## config.mk

```make
export PLATFORM = sky130hd
export DESIGN_NAME = busy_table_ckpt
export DESIGN_NICKNAME = d
export VERILOG_FILES = /design/src/rtl/isu_pkg.sv /design/src/rtl/busy_ckpt_queue.sv /design/src/rtl/busy_table_ckpt.sv
export SDC_FILE = /design/constraint.sdc
export NUM_CORES = 2
export LEC_CHECK = 0
export ABC_CLOCK_PERIOD_IN_PS = 7940
export BUFFER_PORTS_ARGS = -buffer_cell sky130_fd_sc_hd__buf_2
export CAP_MARGIN = 10
export CORE_ASPECT_RATIO = 1.2
export CORE_UTILIZATION = 40
export CTS_CLUSTER_SIZE = 24
export DETAILED_ROUTE_END_ITERATION = 10
export GPL_TIMING_DRIVEN = 0
export PLACE_DENSITY = 0.55
export SYNTH_ARGS = -nofsm -noshare
export SYNTH_HDL_FRONTEND = slang
export SYNTH_SLANG_ARGS = --single-unit
```

## constraint.sdc

```tcl
create_clock -name clk -period 7.94 [get_ports clk]
set_input_delay 2.382 -clock clk [delete_from_list [all_inputs] [get_ports clk]]
set_output_delay 2.382 -clock clk [all_outputs]
set_load 0.01 [all_outputs]
```

## src/rtl/isu_pkg.sv

```systemverilog
// Shared ISU rename-stage constants and types.
package isu_pkg;
  localparam int unsigned NUM_PREG_DEF  = 64;
  localparam int unsigned NUM_RD_DEF    = 4;
  localparam int unsigned NUM_ALLOC_DEF = 2;
  localparam int unsigned NUM_WAKE_DEF  = 4;
  localparam int unsigned NUM_CKPT_DEF  = 8;

  localparam int unsigned PREG_W = $clog2(NUM_PREG_DEF);
  localparam int unsigned CKPT_W = $clog2(NUM_CKPT_DEF);

  typedef logic [PREG_W-1:0] preg_id_t;
endpackage

```

## src/rtl/busy_ckpt_queue.sv

```systemverilog
// Circular queue of busy-table snapshots with head/tail pointers and wakeup scrubbing.
module busy_ckpt_queue
  import isu_pkg::*;
#(
  parameter int unsigned NUM_PREG = NUM_PREG_DEF,
  parameter int unsigned NUM_CKPT = NUM_CKPT_DEF,
  localparam int unsigned CKPT_W = $clog2(NUM_CKPT)
) (
  input  logic                clk,
  input  logic                reset,
  input  logic [NUM_PREG-1:0] busy_next,
  input  logic [NUM_PREG-1:0] wmask,
  input  logic                ckpt_req,
  input  logic                ckpt_release,
  input  logic                restore_en,
  input  logic [CKPT_W-1:0]   restore_id,
  input  logic                flush_all,
  output logic [NUM_PREG-1:0] restore_vec,
  output logic                ckpt_ready,
  output logic [CKPT_W-1:0]   ckpt_id,
  output logic [CKPT_W:0]     ckpt_count
);
  localparam logic [CKPT_W:0] FULL = (CKPT_W+1)'(NUM_CKPT);
  localparam logic [CKPT_W:0] ONE  = (CKPT_W+1)'(1);

  logic [NUM_PREG-1:0] ckpt_mem [NUM_CKPT];
  logic [CKPT_W:0]     head, tail;
  logic [CKPT_W-1:0]   rst_off;
  logic [CKPT_W:0]     tail_rst;
  logic                take;

  assign ckpt_count  = tail - head;
  assign ckpt_ready  = (ckpt_count != FULL);
  assign ckpt_id     = tail[CKPT_W-1:0];
  assign take        = ckpt_req && ckpt_ready && !restore_en && !flush_all;
  assign restore_vec = ckpt_mem[restore_id];

  // Restored tail is head plus the slot's distance from head, so the wrap bit follows head.
  assign rst_off  = restore_id - head[CKPT_W-1:0];
  assign tail_rst = head + {1'b0, rst_off};

  always_ff @(posedge clk) begin
    if (reset) begin
      head <= '0;
      tail <= '0;
    end else if (flush_all) begin
      head <= tail;
    end else begin
      if (restore_en)  tail <= tail_rst;
      else if (take)   tail <= tail + ONE;
      if (ckpt_release) head <= head + ONE;
    end
  end

  // Every slot, live or not, drops completed writebacks so a later restore stays current.
  always_ff @(posedge clk) begin
    for (int unsigned j = 0; j < NUM_CKPT; j++) begin
      if (take && (tail[CKPT_W-1:0] == CKPT_W'(j))) ckpt_mem[j] <= busy_next;
      else                                           ckpt_mem[j] <= ckpt_mem[j] & ~wmask;
    end
  end

  a_release_empty: assert property (@(posedge clk) disable iff (reset)
    !(ckpt_release && !flush_all && (ckpt_count == '0)));
  a_restore_release_head: assert property (@(posedge clk) disable iff (reset)
    !(restore_en && !flush_all && ckpt_release && (restore_id == head[CKPT_W-1:0])));
  a_restore_range: assert property (@(posedge clk) disable iff (reset)
    !(restore_en && !flush_all && ({1'b0, rst_off} >= ckpt_count)));
endmodule

```

## src/rtl/busy_table_ckpt.sv

```systemverilog
// Physical-register busy table with bypassed dispatch reads and checkpoint restore.
module busy_table_ckpt
  import isu_pkg::*;
#(
  parameter int unsigned NUM_PREG  = NUM_PREG_DEF,
  parameter int unsigned NUM_RD    = NUM_RD_DEF,
  parameter int unsigned NUM_ALLOC = NUM_ALLOC_DEF,
  parameter int unsigned NUM_WAKE  = NUM_WAKE_DEF,
  parameter int unsigned NUM_CKPT  = NUM_CKPT_DEF,
  localparam int unsigned PREG_W = $clog2(NUM_PREG),
  localparam int unsigned CKPT_W = $clog2(NUM_CKPT)
) (
  input  logic                          clk,
  input  logic                          reset,
  input  logic [NUM_RD*PREG_W-1:0]      rd_addr,
  output logic [NUM_RD-1:0]             rd_busy,
  input  logic [NUM_ALLOC-1:0]          alloc_en,
  input  logic [NUM_ALLOC*PREG_W-1:0]   alloc_addr,
  input  logic [NUM_WAKE-1:0]           wake_en,
  input  logic [NUM_WAKE*PREG_W-1:0]    wake_addr,
  input  logic                          ckpt_req,
  output logic                          ckpt_ready,
  output logic [CKPT_W-1:0]             ckpt_id,
  input  logic                          ckpt_release,
  input  logic                          restore_en,
  input  logic [CKPT_W-1:0]             restore_id,
  input  logic                          flush_all,
  output logic [CKPT_W:0]               ckpt_count,
  output logic [NUM_PREG-1:0]           busy_vec
);
  logic [NUM_PREG-1:0] busy_q, busy_next, wmask, amask, restore_vec;
  logic                ctrl_override;

  assign ctrl_override = restore_en | flush_all;

  always_comb begin
    wmask = '0;
    amask = '0;
    for (int unsigned i = 0; i < NUM_WAKE; i++)
      if (wake_en[i]) wmask[wake_addr[i*PREG_W +: PREG_W]] = 1'b1;
    for (int unsigned i = 0; i < NUM_ALLOC; i++)
      if (alloc_en[i]) amask[alloc_addr[i*PREG_W +: PREG_W]] = 1'b1;
  end

  assign busy_next = (busy_q & ~wmask) | amask;

  always_comb begin : bypass
    logic [PREG_W-1:0] addr;
    logic              a_hit, w_hit;
    rd_busy = '0;
    for (int unsigned k = 0; k < NUM_RD; k++) begin
      addr  = rd_addr[k*PREG_W +: PREG_W];
      a_hit = 1'b0;
      w_hit = 1'b0;
      for (int unsigned i = 0; i < NUM_ALLOC; i++)
        if (alloc_en[i] && (alloc_addr[i*PREG_W +: PREG_W] == addr)) a_hit = 1'b1;
      for (int unsigned i = 0; i < NUM_WAKE; i++)
        if (wake_en[i] && (wake_addr[i*PREG_W +: PREG_W] == addr)) w_hit = 1'b1;
      rd_busy[k] = (a_hit && !ctrl_override) || (!w_hit && busy_q[addr]);
    end
  end

  always_ff @(posedge clk) begin
    if (reset)           busy_q <= '0;
    else if (flush_all)  busy_q <= '0;
    else if (restore_en) busy_q <= restore_vec & ~wmask;
    else                 busy_q <= busy_next;
  end

  assign busy_vec = busy_q;

  busy_ckpt_queue #(
    .NUM_PREG (NUM_PREG),
    .NUM_CKPT (NUM_CKPT)
  ) u_queue (
    .clk          (clk),
    .reset        (reset),
    .busy_next    (busy_next),
    .wmask        (wmask),
    .ckpt_req     (ckpt_req),
    .ckpt_release (ckpt_release),
    .restore_en   (restore_en),
    .restore_id   (restore_id),
    .flush_all    (flush_all),
    .restore_vec  (restore_vec),
    .ckpt_ready   (ckpt_ready),
    .ckpt_id      (ckpt_id),
    .ckpt_count   (ckpt_count)
  );

  a_alloc_wake_collide: assert property (@(posedge clk) disable iff (reset)
    ((amask & wmask) == '0));
endmodule

```

After elaboration in Yosys (flattened, before gate mapping)

Memory sizes are Yosys's and may differ from the RTL's.
Index checks and enable logic that the tools add are counted.

Register bits after elaboration: 72
Memories: 1
Memory bits (writable): 512

Memory list:

| memory           | depth | width | read ports | clocked after Yosys merged registers in | write ports | line                  | text |
|---|---|---|---|---|---|---|---|
| u_queue.ckpt_mem | 8     | 64    | 9          | 0                                       | 8           | busy_ckpt_queue.sv:26 | `logic [NUM_PREG-1:0] ckpt_mem [NUM_CKPT];` |

Reduce and logical (&&, ||, !) cells: 65
Muxes and demuxes: 87
Add/sub/neg operators: 5
Equality and inequality tests: 32
Bitwise gates (word level): 26
Magnitude comparators: 16

Operator list:

| kind                  | count |
|---|---|
| $mux W64              | 15 |
| $and A64 B64 Y64      | 10 |
| $or A64 B64 Y64       | 5 |
| $eq A6 B6 Y1          | 24 |
| $lt A6 B7 Y1 const B  | 10 |
| $not A64 Y64          | 1 |
| $mux W1               | 58 |
| $logic_and A1 B1 Y1   | 49 |
| $demux W1 S6          | 6 |
| $ge A6 B1 Y1 const B  | 6 |
| $bmux W1 S6           | 4 |
| $mux W4               | 4 |
| $eq A3 B3 Y1 const B  | 4 |
| $or A1 B1 Y1          | 9 |
| $add A4 B1 Y4 const B | 2 |
| $logic_not A1 Y1      | 7 |
| $eq A3 B2 Y1 const B  | 2 |
| $add A4 B3 Y4         | 1 |
| $logic_or A1 B1 Y1    | 4 |
| $ne A4 B4 Y1 const B  | 1 |
| $reduce_bool A2 Y1    | 2 |
| $sub A4 B4 Y4         | 1 |
| $eq A3 B1 Y1 const B  | 1 |
| $logic_not A3 Y1      | 1 |
| other kinds (4)       | 4 |

Longest topological paths before layout

Depth in word-level cells: 15
Depth in mapped cells: 12

Cells and area by module

From an unflattened synthesis, not the netlist that was laid out.

Cells, all modules: 3989
Area total of the unflattened synthesis: 34599.4 um2

By module, submodules not included:

| module          | area an instance (um2) | cells each | seq. area each (um2) | instances |
|---|---|---|---|---|
| busy_ckpt_queue | 23832.9                | 2567       | 10410.0              | 1 |
| busy_table_ckpt | 10766.6                | 1422       | 1281.2               | 1 |

Worst setup path before layout

No wires, ideal clock.

Path kind: input -> output
Start point: input rd_addr[19]
End point: output rd_busy[3]
Stages: 7
Arrival time: 4190 ps
Data required time: 5558 ps
Path slack: 1368 ps
Path through: buf_2 -> buf_1 -> mux4_2 -> mux4_2 -> nand2_1 -> o2111ai_1 -> a32o_1

Cells in the longest elaborated chain, start to end: 9
Elaborated cells between the ends (all ways): 24

RTL lines:

| item                 | line                  | text |
|---|---|---|
| start, declared      | busy_table_ckpt.sv:15 | `input logic [NUM_RD*PREG_W-1:0] rd_addr,` |
| $eq A6 B6 Y1         | busy_table_ckpt.sv:58 | `if (wake_en[i] && (wake_addr[i*PREG_W +: PREG_W] == addr)) w_hit = 1'b1;` |
| $logic_and A1 B1 Y1  | busy_table_ckpt.sv:58 |  |
| $mux W1 (4 in a row) | busy_table_ckpt.sv:58 |  |
| $logic_not A1 Y1     | busy_table_ckpt.sv:59 | `rd_busy[k] = (a_hit && !ctrl_override) \|\| (!w_hit && busy_q[addr]);` |
| $logic_and A1 B1 Y1  | busy_table_ckpt.sv:59 |  |
| $logic_or A1 B1 Y1 * | busy_table_ckpt.sv:59 |  |
| end, declared        | busy_table_ckpt.sv:16 | `output logic [NUM_RD-1:0] rd_busy,` |

Mark *: on every way between the ends. The rest lies on a longest branch, timed or not. The select of a mux whose other input is x is not followed.

Worst setup path in the final report

Start point: input rd_addr[20]
End point: output rd_busy[3]

Same word-level chain as after synthesis.

==> summary.md <==
| Metric | Value |
|---|---|
| Internal power | `4860 µW` |
| Area after DPL | `0.0344 mm²` |
| Comb power frac | `14.1%` |
| Worst rel slew slack | `-1.31%` |
| Clock Power Share | `41.4%` |
| Vias/cell | `6.80` |
| Avg Cell Area, Syn | `9.98 µm²` |
| Unrepaired setup endpoints after global routing | `false` |
| Post-CTS Setup Inserts | `0` |
| Initial core utilization | `40.3%` |
| Max cap viols | `1` |
| Largest net degree at the start of global routing | `16` |
| Utilization after layout | `45.2%` |
| Post-Synthesis Cells | `3247` |
| Num Clock Sinks | `584` |
| Reg2reg path depth | `10` |
| Final instance area | `0.0363 mm²` |
| Row cnt | `114` |
| Failing checks | `max-capacitance violations, max-slew violations` |
| Residual DRC | `0` |
| Die X-Extent | `262 µm` |
| Via count | `30800` |
| GR Overflow Total | `0` |
| Die Span Y | `314 µm` |
| Worst-path maximum fanout | `10` |
| F_max | `135 MHz` |
| Root Buffer | `clkbuf_16` |
| Hold Crit Depth | `2` |
| Clk_lat worst skew | `650 ps` |
| Lkg Pwr | `0.0120 µW` |
| EDFF count, synth | `0` |
| Routed Antenna Nets | `0` |
| Crit Reg-Reg Endpoint | `u_queue.ckpt_mem[5][44]` |
| PortBufs | `127` |
| Synthesis Warnings | `0` |
| Fin crit period | `7390 ps` |
| Register share of total power | `44.5%` |
| Startpoint Class | `primary input` |
| Peak VDD IR | `168 µV` |
| WS Path Type | `primary input to output port` |
| Min-delay src | `u_queue.ckpt_mem[3][26]` |
| Drt first pass iters | `9` |
| Seq cells post-synth | `584` |
| Power per Cell Area | `189 mW/mm²` |
| Vias in the first global route | `29000` |
| RD Place Congestion | `1.03` |
| Worst Hold Path EP | `u_queue.ckpt_mem[3][26]` |
| Final hold violations | `0` |
| Post-Route WL | `152 mm` |
| Top_reg_cell synth | `dfxtp_1` |
| WHS | `454 ps` |
| Design Power | `6850 µW` |
| Commonest non-fill, non-tap cell in the layout | `dfxtp_1` |
| CTS tree | `done` |
| Htree depth | `2` |
| Sw Ratio | `29.1%` |
| Worst r2r src | `u_queue.tail[0]` |
| Fin. max-slew vios | `9` |
| Core ar. | `0.0804 mm²` |
| GRT Total Usage | `36.1%` |
| Post-CTS Resized | `0` |
| Global-route wire length before repair | `214 mm` |
| Worst hold path class | `flop to flop` |
| TritonCTS buffer count | `61` |
| Area Overhead vs Synth | `12.1%` |
| Arr. time, crit path | `5010 ps` |
| Worst Tran Pin Value | `1520 ps` |
| Final setup violation count | `0` |
| Sequential share of the synthesized area | `36.1%` |
| Largest buffer count on any clock path | `3` |
| Async set-or-reset flop fraction in the synthesized netlist | `0%` |
| Wire per inst | `33.6 µm` |
| Initial antenna violation count | `3` |
| Status | `finished, violations left` |
| Commonest non-fill, non-tap cells in the layout | `dfxtp_1, o21ai_0, o211ai_1` |
| Post-DP HPWL | `107 mm` |
| Critical path endpoint category | `output port` |
| Data required, critical path | `5560 ps` |
| Die Area | `0.0822 mm²` |
| P_sw | `2000 µW` |
| Syn Nets | `3337` |
| Post-CTS Hold Fix Bufs | `0` |
| Final Skew | `15.9 ps` |
| Initial drt markers | `3896` |
| R2r setup slk | `3880 ps` |
| Mapped cell area | `0.0324 mm²` |
| Clock transition at path regs | `60 ps` |
| I/O pin count | `151` |
| Post-route clock period utilization | `93.1%` |
| TNS Setup | `0 ps` |
| Final Net Count | `3531` |
| Count of cell types in the netlist | `77` |
| Fraction of layout cells with a size suffix above 1 | `20.7%` |
per-stage QoR:
step	instances	setup WS [ps]
after floorplan	3247	1370
after global placement	4418	660
after detailed placement	4420	665
after CTS	4525	669
after global routing	4527	607
final	4529	552
cells by family after synthesis:
group,after synthesis,share of synthesized area (%)
XOR/XNOR,153,4.13
adder cells (fa/ha/maj),15,0.648
multiplexers,419,20.2
buffers and inverters,399,5.60
AND/OR/NAND/NOR,515,9.06
flip-flops,584,36.1
AO/OA/AOI/OAI,1162,24.3
synthesized netlist by cell type, types with 8 or more instances:
| master | n | share of area (%) |
|---|---|---|
| nand3_1 | 17 | 0.26 |
| a21oi_2 | 13 | 0.35 |
| and2_1 | 38 | 0.73 |
| and3b_1 | 12 | 0.32 |
| buf_2 | 131 | 2.0 |
| nor4_1 | 24 | 0.46 |
| a21oi_1 | 45 | 0.69 |
| o22ai_1 | 70 | 1.4 |
| ha_1 | 12 | 0.46 |
| mux2_2 | 66 | 2.3 |
| nor2b_1 | 12 | 0.23 |
| clkbuf_1 | 191 | 2.2 |
| and4b_1 | 12 | 0.37 |
| nor4bb_1 | 9 | 0.28 |
| nor3b_2 | 13 | 0.50 |
| nand4b_1 | 10 | 0.27 |
| a31oi_1 | 66 | 1.3 |
| mux2i_1 | 172 | 5.3 |
| nand2_1 | 147 | 1.7 |
| nand3b_1 | 11 | 0.25 |
| nand2b_1 | 13 | 0.25 |
| xor2_1 | 73 | 2.0 |
| a31oi_2 | 8 | 0.31 |
| nand4_1 | 28 | 0.54 |
| buf_1 | 23 | 0.27 |
| mux4_2 | 178 | 12 |
| nor3_1 | 11 | 0.17 |
| inv_1 | 17 | 0.20 |
| nor2_1 | 99 | 1.1 |
| a211oi_1 | 31 | 0.72 |
| a221oi_2 | 22 | 1.0 |
| dfxtp_1 | 584 | 36 |
| a22oi_1 | 85 | 2.0 |
| buf_4 | 31 | 0.72 |
| xnor2_1 | 80 | 2.2 |
| o211ai_1 | 384 | 8.9 |
| o21ai_0 | 395 | 6.1 |
| and3_1 | 13 | 0.25 |
critical path, stage by stage:
cell      delay, ps
clkbuf_1        460
buf_1           770
mux2i_1         470
nor3_1           80
or3_1           390
a32o_1          290
buf_2           160
power groups by stage:
| stage | sequential [µW] | clock, µW | combinational [µW] |
|---|---|---|---|
| floorplan | 3090 | 0 | 572 |
| global placement | 3110 | 0 | 926 |
| detailed placement | 3110 | 0 | 931 |
| CTS | 3040 | 2850 | 934 |
| global route | 3050 | 2960 | 999 |
| finish | 3050 | 2840 | 969 |
layer usage:
| layer | track usage (%) | up-vias | share of wire [%] |
|---|---|---|---|
| met4 | 21.6 | 8 | 7.0 |
| met2 | 54.8 | 1887 | 44 |
| met1 | 46.1 | 15500 | 39 |
| li1 | - | 12900 | - |
| met3 | 9.22 | 508 | 10 |
| met5 | 0 | - | 0.064 |
area by class of cell:
type	instances	area (µm²)
Antenna cell	2	5.00
Buffer	381	1750
Clock buffer	90	1780
Clock inverter	15	133
Fill cell	7834	44100
Inverter	18	67.6
Multi-Input combinational cell	2264	18900
Sequential cell	584	11700
Tap cell	1044	1310
Timing Repair Buffer	131	708
worst max-delay path by stage:
stage | startpoint | endpoint
2_1_floorplan | rd_addr[19] | rd_busy[3]
3_3_place_gp | rd_addr[20] | rd_busy[3]
3_5_place_dp | rd_addr[20] | rd_busy[3]
4_1_cts | rd_addr[20] | rd_busy[3]
5_1_grt | rd_addr[20] | rd_busy[3]
6_report | rd_addr[20] | rd_busy[3]
sequential cells by signal (all words and copies together) (netlist names):
register / cells
u_queue.ckpt_mem: 512
u_queue.head: 4
busy_vec: 64
u_queue.tail: 4
Note: power is estimated with default switching activity, not from simulation.
